[config.mk]
export PLATFORM = sky130hd
export DESIGN_NAME = bottle_spawn_scorer
export DESIGN_NICKNAME = d
export VERILOG_FILES = /design/src/rtl/game_pkg.sv /design/src/rtl/bcd_counter4.sv /design/src/rtl/bottle_spawn_scorer.sv
export SDC_FILE = /design/constraint.sdc
export NUM_CORES = 1
export LEC_CHECK = 0
export BUFFER_PORTS_ARGS = -buffer_cell sky130_fd_sc_hd__buf_2
export CORE_ASPECT_RATIO = 1.2
export CORE_MARGIN = 5
export CORE_UTILIZATION = 30
export DETAILED_ROUTE_END_ITERATION = 8
export PLACE_DENSITY_LB_ADDON = 0.15
export SLEW_MARGIN = 10
export SYNTH_ARGS = -nofsm -noshare
export SYNTH_HDL_FRONTEND = slang
export SYNTH_HIERARCHICAL = 1
export SYNTH_SLANG_ARGS = --single-unit
[constraint.sdc]
create_clock -name clk -period 2.85 [get_ports clk]
set_clock_uncertainty 0.05 [all_clocks]
set_input_delay 0.285 -clock clk [delete_from_list [all_inputs] [get_ports clk]]
set_output_delay 0.285 -clock clk [all_outputs]
set_load 0.01 [all_outputs]
[src/rtl/game_pkg.sv]
// Shared game constants: platform coordinates, platform index enum and BCD sizing.
package game_pkg;

  localparam int unsigned COORD_W     = 10;
  localparam int unsigned BCD_DIGIT_W = 4;
  localparam int unsigned BCD_DIGITS  = 4;
  localparam int unsigned SCORE_W     = BCD_DIGIT_W * BCD_DIGITS;

  localparam logic [COORD_W-1:0] PLAT_A_X = 10'd70;
  localparam logic [COORD_W-1:0] PLAT_A_Y = 10'd116;
  localparam logic [COORD_W-1:0] PLAT_B_X = 10'd296;
  localparam logic [COORD_W-1:0] PLAT_B_Y = 10'd116;
  localparam logic [COORD_W-1:0] PLAT_C_X = 10'd180;
  localparam logic [COORD_W-1:0] PLAT_C_Y = 10'd199;

  typedef enum logic [1:0] {
    PLAT_A    = 2'd0,
    PLAT_B    = 2'd1,
    PLAT_C    = 2'd2,
    PLAT_NONE = 2'd3
  } plat_e;

  // Fallback rotation: none -> A, then A -> B -> C -> A.
  function automatic plat_e next_plat(plat_e p);
    case (p)
      PLAT_A:  return PLAT_B;
      PLAT_B:  return PLAT_C;
      default: return PLAT_A;
    endcase
  endfunction

endpackage

[src/rtl/bcd_counter4.sv]
// Four-digit saturating BCD incrementer; o_tick pulses the cycle after the value changes.
module bcd_counter4
  import game_pkg::*;
(
  input  logic               clk,
  input  logic               rst,
  input  logic               i_inc,
  output logic [SCORE_W-1:0] o_bcd,
  output logic               o_tick
);

  logic [SCORE_W-1:0] r_bcd;
  logic               r_tick;
  logic [SCORE_W-1:0] w_bcd_inc;
  logic               w_sat;

  assign w_sat = (r_bcd == 16'h9999);

  // Ripple the +1 through the digits, wrapping each 9 to 0.
  always_comb begin : p_inc
    logic carry;
    carry     = 1'b1;
    w_bcd_inc = r_bcd;
    for (int d = 0; d < int'(BCD_DIGITS); d++) begin
      if (carry) begin
        if (r_bcd[d*BCD_DIGIT_W +: BCD_DIGIT_W] == 4'd9) begin
          w_bcd_inc[d*BCD_DIGIT_W +: BCD_DIGIT_W] = 4'd0;
        end else begin
          w_bcd_inc[d*BCD_DIGIT_W +: BCD_DIGIT_W] = r_bcd[d*BCD_DIGIT_W +: BCD_DIGIT_W] + 4'd1;
          carry = 1'b0;
        end
      end
    end
  end

  always_ff @(posedge clk or posedge rst) begin
    if (rst) begin
      r_bcd  <= '0;
      r_tick <= 1'b0;
    end else begin
      r_tick <= i_inc & ~w_sat;
      if (i_inc && !w_sat) r_bcd <= w_bcd_inc;
    end
  end

  assign o_bcd  = r_bcd;
  assign o_tick = r_tick;

endmodule

[src/rtl/bottle_spawn_scorer.sv]
// Bottle respawn responder: keeps the BCD score and offers the next spawn point
// chosen by an LFSR that never repeats the previous platform.
module bottle_spawn_scorer
  import game_pkg::*;
#(
  parameter logic [7:0]         LFSR_SEED = 8'hA5,
  parameter logic [COORD_W-1:0] A_X       = PLAT_A_X,
  parameter logic [COORD_W-1:0] A_Y       = PLAT_A_Y,
  parameter logic [COORD_W-1:0] B_X       = PLAT_B_X,
  parameter logic [COORD_W-1:0] B_Y       = PLAT_B_Y,
  parameter logic [COORD_W-1:0] C_X       = PLAT_C_X,
  parameter logic [COORD_W-1:0] C_Y       = PLAT_C_Y,
  parameter int unsigned        MAX_RETRY = 4
) (
  input  logic               clk,
  input  logic               rst,
  input  logic               i_collect,
  input  logic               i_spawn_ack,
  output logic               o_spawn_valid,
  output logic [COORD_W-1:0] o_spawn_x,
  output logic [COORD_W-1:0] o_spawn_y,
  output logic [SCORE_W-1:0] o_score_bcd,
  output logic               o_score_tick
);

  localparam int unsigned RETRY_W = $clog2(MAX_RETRY + 1);

  typedef enum logic [1:0] {S_IDLE, S_PICK, S_OFFER} state_e;

  state_e             r_state, w_state_next;
  logic [7:0]         r_lfsr, w_lfsr_next;
  plat_e              r_prev, w_prev_next;
  logic [RETRY_W-1:0] r_retry, w_retry_next;
  logic               r_valid, w_valid_next;
  logic [COORD_W-1:0] r_x, w_x_next;
  logic [COORD_W-1:0] r_y, w_y_next;

  logic [7:0]         w_lfsr_step;
  plat_e              w_draw_plat;
  logic [3:0]         w_draw_jit;
  logic               w_fallback;
  logic               w_accept;
  plat_e              w_sel_plat;
  logic [3:0]         w_sel_jit;
  logic [COORD_W-1:0] w_base_x;
  logic [COORD_W-1:0] w_base_y;

  // Decode the draw from the post-advance LFSR value.
  assign w_lfsr_step = {r_lfsr[6:0], r_lfsr[7] ^ r_lfsr[5] ^ r_lfsr[4] ^ r_lfsr[3]};
  assign w_draw_plat = plat_e'(w_lfsr_step[1:0]);
  assign w_draw_jit  = w_lfsr_step[5:2];
  assign w_fallback  = (r_retry == RETRY_W'(MAX_RETRY));
  assign w_accept    = (w_draw_plat != PLAT_NONE) && (w_draw_plat != r_prev);
  assign w_sel_plat  = w_fallback ? next_plat(r_prev) : w_draw_plat;
  assign w_sel_jit   = w_fallback ? 4'd0 : w_draw_jit;

  always_comb begin
    case (w_sel_plat)
      PLAT_A:  begin w_base_x = A_X; w_base_y = A_Y; end
      PLAT_B:  begin w_base_x = B_X; w_base_y = B_Y; end
      default: begin w_base_x = C_X; w_base_y = C_Y; end
    endcase
  end

  always_comb begin
    w_state_next = r_state;
    w_lfsr_next  = r_lfsr;
    w_prev_next  = r_prev;
    w_retry_next = r_retry;
    w_valid_next = r_valid;
    w_x_next     = r_x;
    w_y_next     = r_y;
    case (r_state)
      S_IDLE: begin
        if (i_collect) begin
          w_state_next = S_PICK;
          w_retry_next = '0;
        end
      end
      S_PICK: begin
        w_lfsr_next = w_lfsr_step;
        if (w_fallback || w_accept) begin
          w_x_next     = w_base_x + COORD_W'(w_sel_jit);
          w_y_next     = w_base_y;
          w_prev_next  = w_sel_plat;
          w_valid_next = 1'b1;
          w_state_next = S_OFFER;
        end else begin
          w_retry_next = r_retry + RETRY_W'(1);
        end
      end
      S_OFFER: begin
        if (i_spawn_ack) begin
          w_valid_next = 1'b0;
          w_state_next = S_IDLE;
        end
      end
      default: begin
        w_valid_next = 1'b0;
        w_state_next = S_IDLE;
      end
    endcase
  end

  always_ff @(posedge clk or posedge rst) begin
    if (rst) begin
      r_state <= S_IDLE;
      r_lfsr  <= LFSR_SEED;
      r_prev  <= PLAT_NONE;
      r_retry <= '0;
      r_valid <= 1'b0;
      r_x     <= '0;
      r_y     <= '0;
    end else begin
      r_state <= w_state_next;
      r_lfsr  <= w_lfsr_next;
      r_prev  <= w_prev_next;
      r_retry <= w_retry_next;
      r_valid <= w_valid_next;
      r_x     <= w_x_next;
      r_y     <= w_y_next;
    end
  end

  assign o_spawn_valid = r_valid;
  assign o_spawn_x     = r_x;
  assign o_spawn_y     = r_y;

  // Every collect scores, whatever the spawn FSM is doing.
  bcd_counter4 u_score (
    .clk    (clk),
    .rst    (rst),
    .i_inc  (i_collect),
    .o_bcd  (o_score_bcd),
    .o_tick (o_score_tick)
  );

endmodule

-- After elaboration in Yosys (flattened, before gate mapping)
Index checks and enable logic that the tools add are counted.
- output and inout port bits: 38
- word-level logic and storage cells: 80
- register bits after elaboration: 53
- add/sub/neg operators: 6
- muxes and demuxes: 24
- reduce and logical (&&, ||, !) cells: 16
- bitwise gates (word level): 6
- equality and inequality tests: 16
- operators with widths (kind ; count):
    $mux W4 ; 5
    $pmux W9 S2 ; 1
    $add A4 B1 Y4 const B ; 4
    $eq A16 B16 Y1 const B ; 1
    $eq A4 B4 Y1 const B ; 4
    $add A10 B4 Y10 ; 1
    $ne A2 B2 Y1 const B ; 5
    $reduce_and A3 Y1 ; 3
    $mux W2 ; 4
    $mux W8 ; 1
    $reduce_and A2 Y1 ; 4
    $mux W1 ; 7
    $eq A2 B1 Y1 const B ; 3
    $logic_not A2 Y1 ; 3
    $mux W3 ; 2
    $pmux W2 S3 ; 1
    $pmux W3 S2 ; 1
    $pmux W2 S2 ; 1
    $add A3 B1 Y3 const B ; 1
    $eq A3 B3 Y1 const B ; 1
    $pmux W1 S3 ; 1
    $xor A1 B1 Y1 ; 3
    $eq A2 B2 Y1 const B ; 1
    $logic_and A1 B1 Y1 ; 2
    7 further kinds ; 8

-- Longest topological paths before layout
Gate-level depths: netlist of the first run.
- depth after elaboration: 8
- gate-level depth with buffers: 11
- gate-level depth less buffers: 10

-- By module
Netlist of the first run, hierarchy kept.
- by module, submodules not included (module ; seq. area each (µm²) ; cells each ; area each (µm²) ; instances):
    bottle_spawn_scorer ; 733.2 ; 160 ; 1531.5 ; 1
    bcd_counter4 ; 425.4 ; 89 ; 862.1 ; 1

-- Least setup slack after synthesis of the first run
Ideal clock, no wire load.
- kind: reg-to-reg
- start: register r_lfsr[5]
- end: register r_x[4] (netlist: o_spawn_x[4])
- data required time: 2.675 ns
- data arrival time: 2.135 ns
- library setup time: 0.125 ns
- cell stages (with the launch flop): 11
- slack: 0.540 ns
- path through: dfstp_2 xor2_2 xor2_1 nor2_1 nand2_1 o31ai_1 ha_1 a21oi_1 nand2_1 xnor2_1 mux2_2
- cells in the longest elaborated chain, start to end: 7
- elaborated cells on any way between the ends: 13
- those cells by class: add/sub: 1; eq/ne: 3; mux: 2; bitwise: 3; reduce/logical: 4
- ends and longest elaborated chain (item ; line ; source):
    from (decl) ; bottle_spawn_scorer.sv:31 ; logic [7:0] r_lfsr, w_lfsr_next;
    from (signal assigned) ; bottle_spawn_scorer.sv:116 ; r_lfsr <= w_lfsr_next;
    $xor A1 B1 Y1 (*) (3 in series) ; bottle_spawn_scorer.sv:49 ; assign w_lfsr_step = {r_lfsr[6:0], r_lfsr[7] ^ r_lfsr[5] ^ r_lfsr[4] ^ r_lfsr[3]};
    $mux W2 / $ne A2 B2 Y1 (equally long branches) ; bottle_spawn_scorer.sv:54, bottle_spawn_scorer.sv:53 ;
    $eq A2 B1 Y1 (tied with other cells) ; bottle_spawn_scorer.sv:58 ; case (w_sel_plat)
    $pmux W9 S2 / $logic_or A1 B1 Y1 (equally long branches) ; bottle_spawn_scorer.sv:58, bottle_spawn_scorer.sv:82 ;
    $add A10 B4 Y10 / $reduce_and A2 Y1 (equally long branches) ; - ;
    to (signal assigned) ; bottle_spawn_scorer.sv:120 ; r_x <= w_x_next;
    to (decl) ; bottle_spawn_scorer.sv:35 ; logic [COORD_W-1:0] r_x, w_x_next;
Every way passes the cells marked *; elsewhere a longest branch is shown, timed or not.
A chain may end at the register's enable or synchronous reset.

-- Worst setup path after layout of the first run
Ends and elaborated chain as after synthesis.

==> load_flow_metrics.sql, run 1 <==
INSERT INTO impl_metrics (metric_group, metric, value, unit) VALUES
('final_layout', 'finalNetCount', '296', ''),
('setup_path', 'crit_type', 'reg -> reg', ''),
('route', 'route.final.wire_length', '4990', 'µm'),
('place', 'finalWeightedCongestion', '0.791', ''),
('clock_tree', 'clock_path_buffers', '2', ''),
('global_routing', 'first_global_vias', '1881', ''),
('floorplanning', 'fp.dieW', '91.5', 'µm'),
('sta', 'fin_worst_hold_slack', '-0.00342', 'ns'),
('yosys', 'synth-edff-count', '0', ''),
('pwr', 'irDropWorstVdd', '0.310', 'mV'),
('yosys', 'synth_flop_cell', 'sky130_fd_sc_hd__dfrtp_1', ''),
('floorplanning', 'vert_die_dim', '108', 'µm'),
('floorplanning', 'initial_utilization', '0.309', ''),
('route', 'final_antenna_net_count', '0', ''),
('sta', 'fin_max_slew_vios', '0', ''),
('route', 'drt_drc_violations_left', '0', ''),
('final_layout', 'antenna_diode_count', '0', ''),
('sta', 'finalCritPeriodShare', '0.868', ''),
('setup_path', 'r2r-start', 'r_lfsr[5]', ''),
('clock_tree', 'clk_root_buffer_cell', 'sky130_fd_sc_hd__clkbuf_8', ''),
('clock_tree', 'insertion_delay', '0.30', 'ns'),
('global_routing', 'globalRouteOverflowTotal', '0', ''),
('yosys', 'syn-mean-instance-area', '9.61', 'µm²'),
('pwr', 'power_density', '1060', 'nW/µm²'),
('floorplanning', 'floorplan.die_area', '9870', 'µm²'),
('yosys', 'synth_top_family_by_area', 'simple AND/OR/NAND/NOR gates', ''),
('place', 'port-buffer-count', '38', ''),
('sta', 'worst_slew_margin_rel', '0.536', ''),
('clock_tree', 'cts.hold.buffers_added', '0', ''),
('status', 'outcome', 'finished, violations left', ''),
('setup_path', 'crit_path_end_kind', 'register', ''),
('clock_tree', 'clock_pin_slew_worst_setup_and_hold_paths', '0.09', 'ns'),
('setup_path', 'crit_required', '2.99', 'ns'),
('pwr', 'cellLeakagePower', '0.00130', 'µW'),
('final_layout', 'share_of_layout_cells_above_drive_strength_1', '0.226', ''),
('setup_path', 'regToRegSetupSlack', '0.37', 'ns'),
('route', 'routed_via_density', '4.86', ''),
('yosys', 'yosys.area_share.xor_xnor', '0.0470', ''),
('route', 'routedWlPerCell', '13.2', 'µm'),
('hold_path', 'timing.hold.worst.class', 'in -> async', ''),
('sta', 'finalSetupViolCount', '0', ''),
('yosys', 'post_synth_mux_area_share', '0.0387', ''),
('yosys', 'netlist.area_leader.share', '0.418', ''),
('floorplanning', 'fp.coreArea', '7750', 'µm²'),
('yosys', 'synth_area', '2390', 'µm²'),
('clock_tree', 'post_cts_resize_count', '0', ''),
('yosys', 'synth-simple-area-share', '0.205', ''),
('sta', 'setup_repair_after_global_routing_missed_its_margin', 'no', ''),
('sta', 'period_needed', '2.48', 'ns'),
('global_routing', 'initial_antenna_violation_count', '0', ''),
('setup_path', 'critical_path.startpoint', 'r_lfsr[5]', ''),
('yosys', 'synth.lib_cells_used.distinct', '48', ''),
('floorplanning', 'floorplan.rows', '35', ''),
('sta', 'final-hold-violation-count', '2', ''),
('clock_tree', 'cts.htree.levels', '2', ''),
('yosys', 'synth.yosys.seq_area_share', '0.484', ''),
('route', 'dr_total_vias', '1843', ''),
('yosys', 'ys_warn_count', '6', ''),
('place', 'detailed_place_hpwl', '3680', 'µm'),
('global_routing', 'grt_max_degree', '30', ''),
('route', 'drt_pass1_iterations', '4', ''),
('yosys', 'synth_common_cells', 'sky130_fd_sc_hd__nand2_1 (41), sky130_fd_sc_hd__dfrtp_1 (40), sky130_fd_sc_hd__nor2_1 (21)', ''),
('yosys', 'netlist_instances', '249', ''),
('clock_tree', 'post_cts_buffers', '0', ''),
('yosys', 'synth.most_common_cell', 'sky130_fd_sc_hd__nand2_1', ''),
('yosys', 'async_reset_ff_frac', '1.00', ''),
('status', 'violations', 'negative hold slack', ''),
('clock_tree', 'tritoncts', 'yes', ''),
('route', 'first_iter_violations', '78', ''),
('final_layout', 'area_delta_synth_final', '14.4', '%'),
('global_routing', 'global_route.usage.total', '0.105', '');
path summary, 6_finish.rpt:
path,endpoint
setup / recovery,o_spawn_x[4]
hold / removal,o_spawn_y[6]
setup reg to reg,o_spawn_x[4]
hold reg to reg,r_lfsr[6]
max in group asynchronous,u_score/o_bcd[6]
min in group clk,r_state[1]
routing by layer:
layer,part of all wire,wire length [µm],vias to the layer above,track usage
li1,-,-,910,-
met1,0.46,2300,890,0.124
met2,0.49,2440,37,0.186
met3,0.036,182,6,0.0238
met4,0.014,68,0,0.0377
met5,0,0,-,0
power by group:
group          internal, µW  switching, µW  leakage [µW]
clock                   174            230     0.0000452
combinational           618            740      0.000689
sequential              907            226      0.000564
total                  1700           1200       0.00130
registers in the layout (all words and copies together), names as in the netlist:
name,count
o_spawn_valid,1
o_spawn_y,3
r_state,2
r_lfsr,8
r_prev,2
u_score/o_bcd,16
o_spawn_x,10
r_retry,3
u_score/o_tick,1
final cells by class:
type / instances / area [µm²]
multi-input combinational: 175 / 1100
clock inverter: 2 / 13.8
inverter: 17 / 63.8
tap: 92 / 115
fill: 790 / 5010
sequential: 46 / 1160
clock buffer: 6 / 72.6
timing repair buffer: 41 / 213
kinds of logic (layout without fill, tap and decap cells):
logic type               after synthesis  in the layout
multiplexers                           8              8
flip-flops                            46             46
AO/OA/AOI/OAI                         47             47
other                                  1              3
buffers and inverters                 30             66
AND/OR/NAND/NOR                       99             99
adder cells (fa/ha/maj)                6              6
XOR/XNOR                              12             12
layout by cell type (no fill, tap or decap), types with 2 or more instances in the layout:
cell | synthesis | layout
sky130_fd_sc_hd__ha_1 | 5 | 5
sky130_fd_sc_hd__conb_1 | 1 | 3
sky130_fd_sc_hd__nand2b_1 | 3 | 3
sky130_fd_sc_hd__mux2_2 | 5 | 5
sky130_fd_sc_hd__or4_1 | 2 | 2
sky130_fd_sc_hd__o21ai_0 | 6 | 6
sky130_fd_sc_hd__nor2_1 | 21 | 21
sky130_fd_sc_hd__and3_1 | 2 | 2
sky130_fd_sc_hd__dfstp_2 | 6 | 6
sky130_fd_sc_hd__nor3_1 | 4 | 4
sky130_fd_sc_hd__a21oi_1 | 12 | 12
sky130_fd_sc_hd__nand2_1 | 41 | 41
sky130_fd_sc_hd__nor2b_1 | 3 | 3
sky130_fd_sc_hd__o211ai_1 | 6 | 6
sky130_fd_sc_hd__xnor2_1 | 9 | 9
sky130_fd_sc_hd__nand4bb_1 | 3 | 3
sky130_fd_sc_hd__a21o_1 | 6 | 6
sky130_fd_sc_hd__a31oi_1 | 2 | 2
sky130_fd_sc_hd__buf_2 | 1 | 38
sky130_fd_sc_hd__o31ai_1 | 4 | 4
sky130_fd_sc_hd__inv_1 | 17 | 17
sky130_fd_sc_hd__clkbuf_8 | 0 | 5
sky130_fd_sc_hd__and2_1 | 8 | 8
sky130_fd_sc_hd__dfrtp_1 | 40 | 40
sky130_fd_sc_hd__xor2_1 | 2 | 2
sky130_fd_sc_hd__o21a_1 | 3 | 3
sky130_fd_sc_hd__buf_4 | 7 | 3
sky130_fd_sc_hd__nand3_1 | 5 | 5
metrics by stage:
stage,worst slack (ns),cells,total power (µW),cell area (µm²),util
6_report,0.375,379,2900,2740,0.353
5_1_grt,0.203,379,3170,2740,0.353
4_1_cts,0.366,379,2950,2740,0.353
3_5_place_dp,0.376,371,2530,2650,0.342
3_3_place_gp,0.417,371,2520,2650,0.342
2_1_floorplan,0.540,251,2150,2400,-
worst max-delay path: stages, from the launching register on:
cell	delay, ns
sky130_fd_sc_hd__dfstp_2	0.57
sky130_fd_sc_hd__xor2_2	0.18
sky130_fd_sc_hd__xor2_1	0.29
sky130_fd_sc_hd__nor2_1	0.09
sky130_fd_sc_hd__nand2_1	0.09
sky130_fd_sc_hd__o31ai_1	0.08
sky130_fd_sc_hd__ha_1	0.35
sky130_fd_sc_hd__a21oi_1	0.20
sky130_fd_sc_hd__nand2_1	0.09
sky130_fd_sc_hd__xnor2_1	0.13
sky130_fd_sc_hd__mux2_2	0.25
(Power assumes the default switching activity.)
==> inputs of run 2 (changes only) <==
- SYNTH_HIERARCHICAL: 1 -> not set
==> run 2 against run 1 <==
The run now ends clean. Largest power group is now registers. Cell count shrank 7.1%. Maximum frequency grew 3.7%. Critical path depth shrank 1.
==> load_flow_metrics.sql, run 2 <==
INSERT INTO impl_metrics (metric_group, metric, value, unit) VALUES
('status', 'outcome', 'finished clean', ''),
('route', 'routedWlPerCell', '13.4', 'µm'),
('place', 'finalWeightedCongestion', '0.782', ''),
('setup_path', 'cp-start-kind', 'register', ''),
('global_routing', 'grt_max_degree', '47', ''),
('route', 'final_antenna_net_count', '0', ''),
('final_layout', 'layout_common_cells', 'sky130_fd_sc_hd__dfrtp_1 (40), sky130_fd_sc_hd__buf_2 (38), sky130_fd_sc_hd__nand2_1 (21), sky130_fd_sc_hd__inv_1 (18), sky130_fd_sc_hd__mux2_2 (13)', ''),
('final_layout', 'share_of_layout_cells_above_drive_strength_1', '0.273', ''),
('setup_path', 'worst_ep_arrival_time', '2.53', 'ns'),
('job', 'max_cap_violations', '0', ''),
('clock_tree', 'cts.hold.buffers_added', '0', ''),
('place', 'port-buffer-count', '38', ''),
('final_layout', 'antenna_diode_count', '0', ''),
('global_routing', 'global_route.usage.total', '0.104', ''),
('sta', 'finalCritPeriodShare', '0.838', ''),
('final_layout', 'seqCellArea', '1160', 'µm²'),
('clock_tree', 'clock_pin_slew_worst_setup_and_hold_paths', '0.09', 'ns'),
('yosys', 'yosysTopAreaCell', 'sky130_fd_sc_hd__dfrtp_1', ''),
('yosys', 'netlist.area_leader.share', '0.423', ''),
('sta', 'final-hold-violation-count', '0', ''),
('yosys', 'synth.most_common_cell', 'sky130_fd_sc_hd__dfrtp_1', ''),
('clock_tree', 'cts.sinks', '46', ''),
('pwr', 'irDropWorstVdd', '0.299', 'mV'),
('final_layout', 'stdcell_area', '2730', 'µm²'),
('floorplanning', 'vert_die_dim', '107', 'µm'),
('yosys', 'ys_seq_elements', '46', ''),
('final_layout', 'multi_input_comb_area', '1060', 'µm²'),
('clock_tree', 'clk_root_buffer_cell', 'sky130_fd_sc_hd__clkbuf_8', ''),
('sta', 'max_freq', '419', 'MHz'),
('route', 'drt_pass1_iterations', '3', ''),
('pwr', 'cellLeakagePower', '0.00129', 'µW'),
('clock_tree', 'clock_path_buffers', '2', ''),
('sta', 'fin_max_slew_vios', '0', ''),
('yosys', 'synth.yosys.seq_area_share', '0.489', ''),
('sta', 'period_needed', '2.39', 'ns'),
('yosys', 'synth.lib_cells_used.distinct', '46', ''),
('sta', 'setup_total_negative_slack', '0', 'ns'),
('place', 'detailed_place_hpwl', '3420', 'µm'),
('final_layout', 'layout_commonest_cell', 'sky130_fd_sc_hd__dfrtp_1', ''),
('setup_path', 'critical_path.max_fanout', '4', ''),
('route', 'drt_drc_violations_left', '0', ''),
('route', 'routed_via_density', '4.79', ''),
('final_layout', 'area_delta_synth_final', '15.1', '%'),
('final_layout', 'final_core_occ', '0.354', ''),
('yosys', 'synth-edff-count', '0', ''),
('floorplanning', 'initial_utilization', '0.307', ''),
('clock_tree', 'post_cts_resize_count', '0', ''),
('floorplanning', 'pin_count', '42', ''),
('clock_tree', 'insertion_delay', '0.30', 'ns'),
('setup_path', 'crit_path_end_kind', 'register', ''),
('floorplanning', 'fp.coreArea', '7710', 'µm²'),
('yosys', 'netlist_instances', '222', ''),
('final_layout', 'largest_register_ff_count', '16', ''),
('setup_path', 'crit_required', '2.99', 'ns'),
('yosys', 'async_reset_ff_frac', '1.00', ''),
('route', 'dr_total_vias', '1685', ''),
('global_routing', 'initial_antenna_violation_count', '0', ''),
('clock_tree', 'tritoncts.num_buffers', '5', ''),
('clock_tree', 'post_cts_buffers', '0', ''),
('yosys', 'synth_area', '2370', 'µm²'),
('place', 'placement.cell_area', '2620', 'µm²'),
('yosys', 'syn-mean-instance-area', '10.7', 'µm²'),
('global_routing', 'first_global_vias', '1745', ''),
('sta', 'worst_slew_margin_rel', '0.342', ''),
('hold_path', 'timing.hold.worst.class', 'in -> reg', ''),
('final_layout', 'finalNetCount', '269', ''),
('sta', 'setup_repair_after_global_routing_missed_its_margin', 'no', ''),
('sta', 'finalSetupViolCount', '0', ''),
('final_layout', 'layout.filler_cells', '800', ''),
('clock_tree', 'tritoncts', 'yes', ''),
('route', 'first_iter_violations', '75', ''),
('floorplanning', 'floorplan.rows', '35', ''),
('yosys', 'ys_warn_count', '0', ''),
('clock_tree', 'cts.htree.levels', '2', ''),
('floorplanning', 'floorplan.die_area', '9770', 'µm²'),
('yosys', 'synth_common_cells', 'sky130_fd_sc_hd__dfrtp_1 (40), sky130_fd_sc_hd__nand2_1 (21), sky130_fd_sc_hd__inv_1 (19)', ''),
('floorplanning', 'fp.dieW', '91.1', 'µm'),
('yosys', 'yosys-top-cells-area', 'sky130_fd_sc_hd__dfrtp_1 (42%), sky130_fd_sc_hd__dfstp_2 (6.7%), sky130_fd_sc_hd__mux2_2 (6.2%), sky130_fd_sc_hd__xnor2_1 (4.1%), sky130_fd_sc_hd__mux2i_1 (3.8%)', ''),
('global_routing', 'global_route_wire_length_before_repair', '8250', 'µm'),
('sta', 'pin_slew_with_the_least_headroom_to_its_limit', '0.986', 'ns'),
('route', 'route.final.wire_length', '4710', 'µm'),
('pwr', 'power_density', '782', 'nW/µm²'),
('setup_path', 'crit_type', 'reg -> reg', ''),
('global_routing', 'globalRouteOverflowTotal', '0', ''),
('yosys', 'synth_flop_cell', 'sky130_fd_sc_hd__dfrtp_1', '');
[run 2: power breakdown]
part	switching, µW	leakage [µW]	internal (µW)
registers	153	0.000574	794
logic	373	0.000668	325
clock network	222	0.0000524	263
[run 2: final timing paths]
path                         startpoint               end  slack, ns  depth (start not counted)
max                           r_lfsr[7]      o_spawn_x[4]       0.46                          9
min                         i_spawn_ack        r_state[1]       0.12                          2
max reg2reg                   r_lfsr[7]      o_spawn_x[4]       0.46                          9
min reg2reg                o_spawn_x[9]      o_spawn_x[9]       0.44                          1
max in group asynchronous           rst         r_lfsr[6]       1.98                          2
min in group asynchronous           rst  u_score.o_bcd[8]       0.16                          2
[run 2: per-stage QoR]
stage	setup slack [ns]	instances	hold slack, ns	total power [µW]
2_1_floorplan	0.603	224	0.321	1460
3_3_place_gp	0.456	344	0.415	1680
3_5_place_dp	0.460	344	0.426	1680
4_1_cts	0.431	352	0.114	2180
5_1_grt	0.225	352	0.119	2300
6_report	0.462	352	0.122	2130
[run 2: final cells by class]
type | count | area share
flip-flops and latches | 46 | 0.425
multi-input cells | 146 | 0.389
repair buffers | 41 | 0.0781
well taps | 92 | 0.0422
clock buffers | 7 | 0.0280
inverters | 19 | 0.0262
clock inverters | 1 | 0.0110
[run 2: worst max-delay path: stages (launching register included)]
cell,delay (ns)
sky130_fd_sc_hd__dfstp_2,0.55
sky130_fd_sc_hd__xor2_1,0.23
sky130_fd_sc_hd__xnor2_1,0.25
sky130_fd_sc_hd__a32o_1,0.28
sky130_fd_sc_hd__inv_1,0.08
sky130_fd_sc_hd__ha_1,0.19
sky130_fd_sc_hd__a21oi_1,0.16
sky130_fd_sc_hd__nand2_1,0.09
sky130_fd_sc_hd__xnor2_1,0.12
sky130_fd_sc_hd__mux2_2,0.25
[run 2: routing by layer]
layer	track usage	share of wire	wire, µm
met1	0.117	0.42	1990
met2	0.182	0.51	2400
met3	0.0301	0.051	239
met4	0.0419	0.017	82
met5	0	0	0
[run 2: kinds of logic after synthesis]
group,after synthesis,synth area share
AOI/OAI and AO/OA,40,0.116
DFF,46,0.489
muxes,23,0.106
buffers and inverters,32,0.0655
and+or+nand+nor,59,0.131
adders and majority gates,6,0.0349
other,1,0.00158
xor gates and xnor gates,15,0.0555
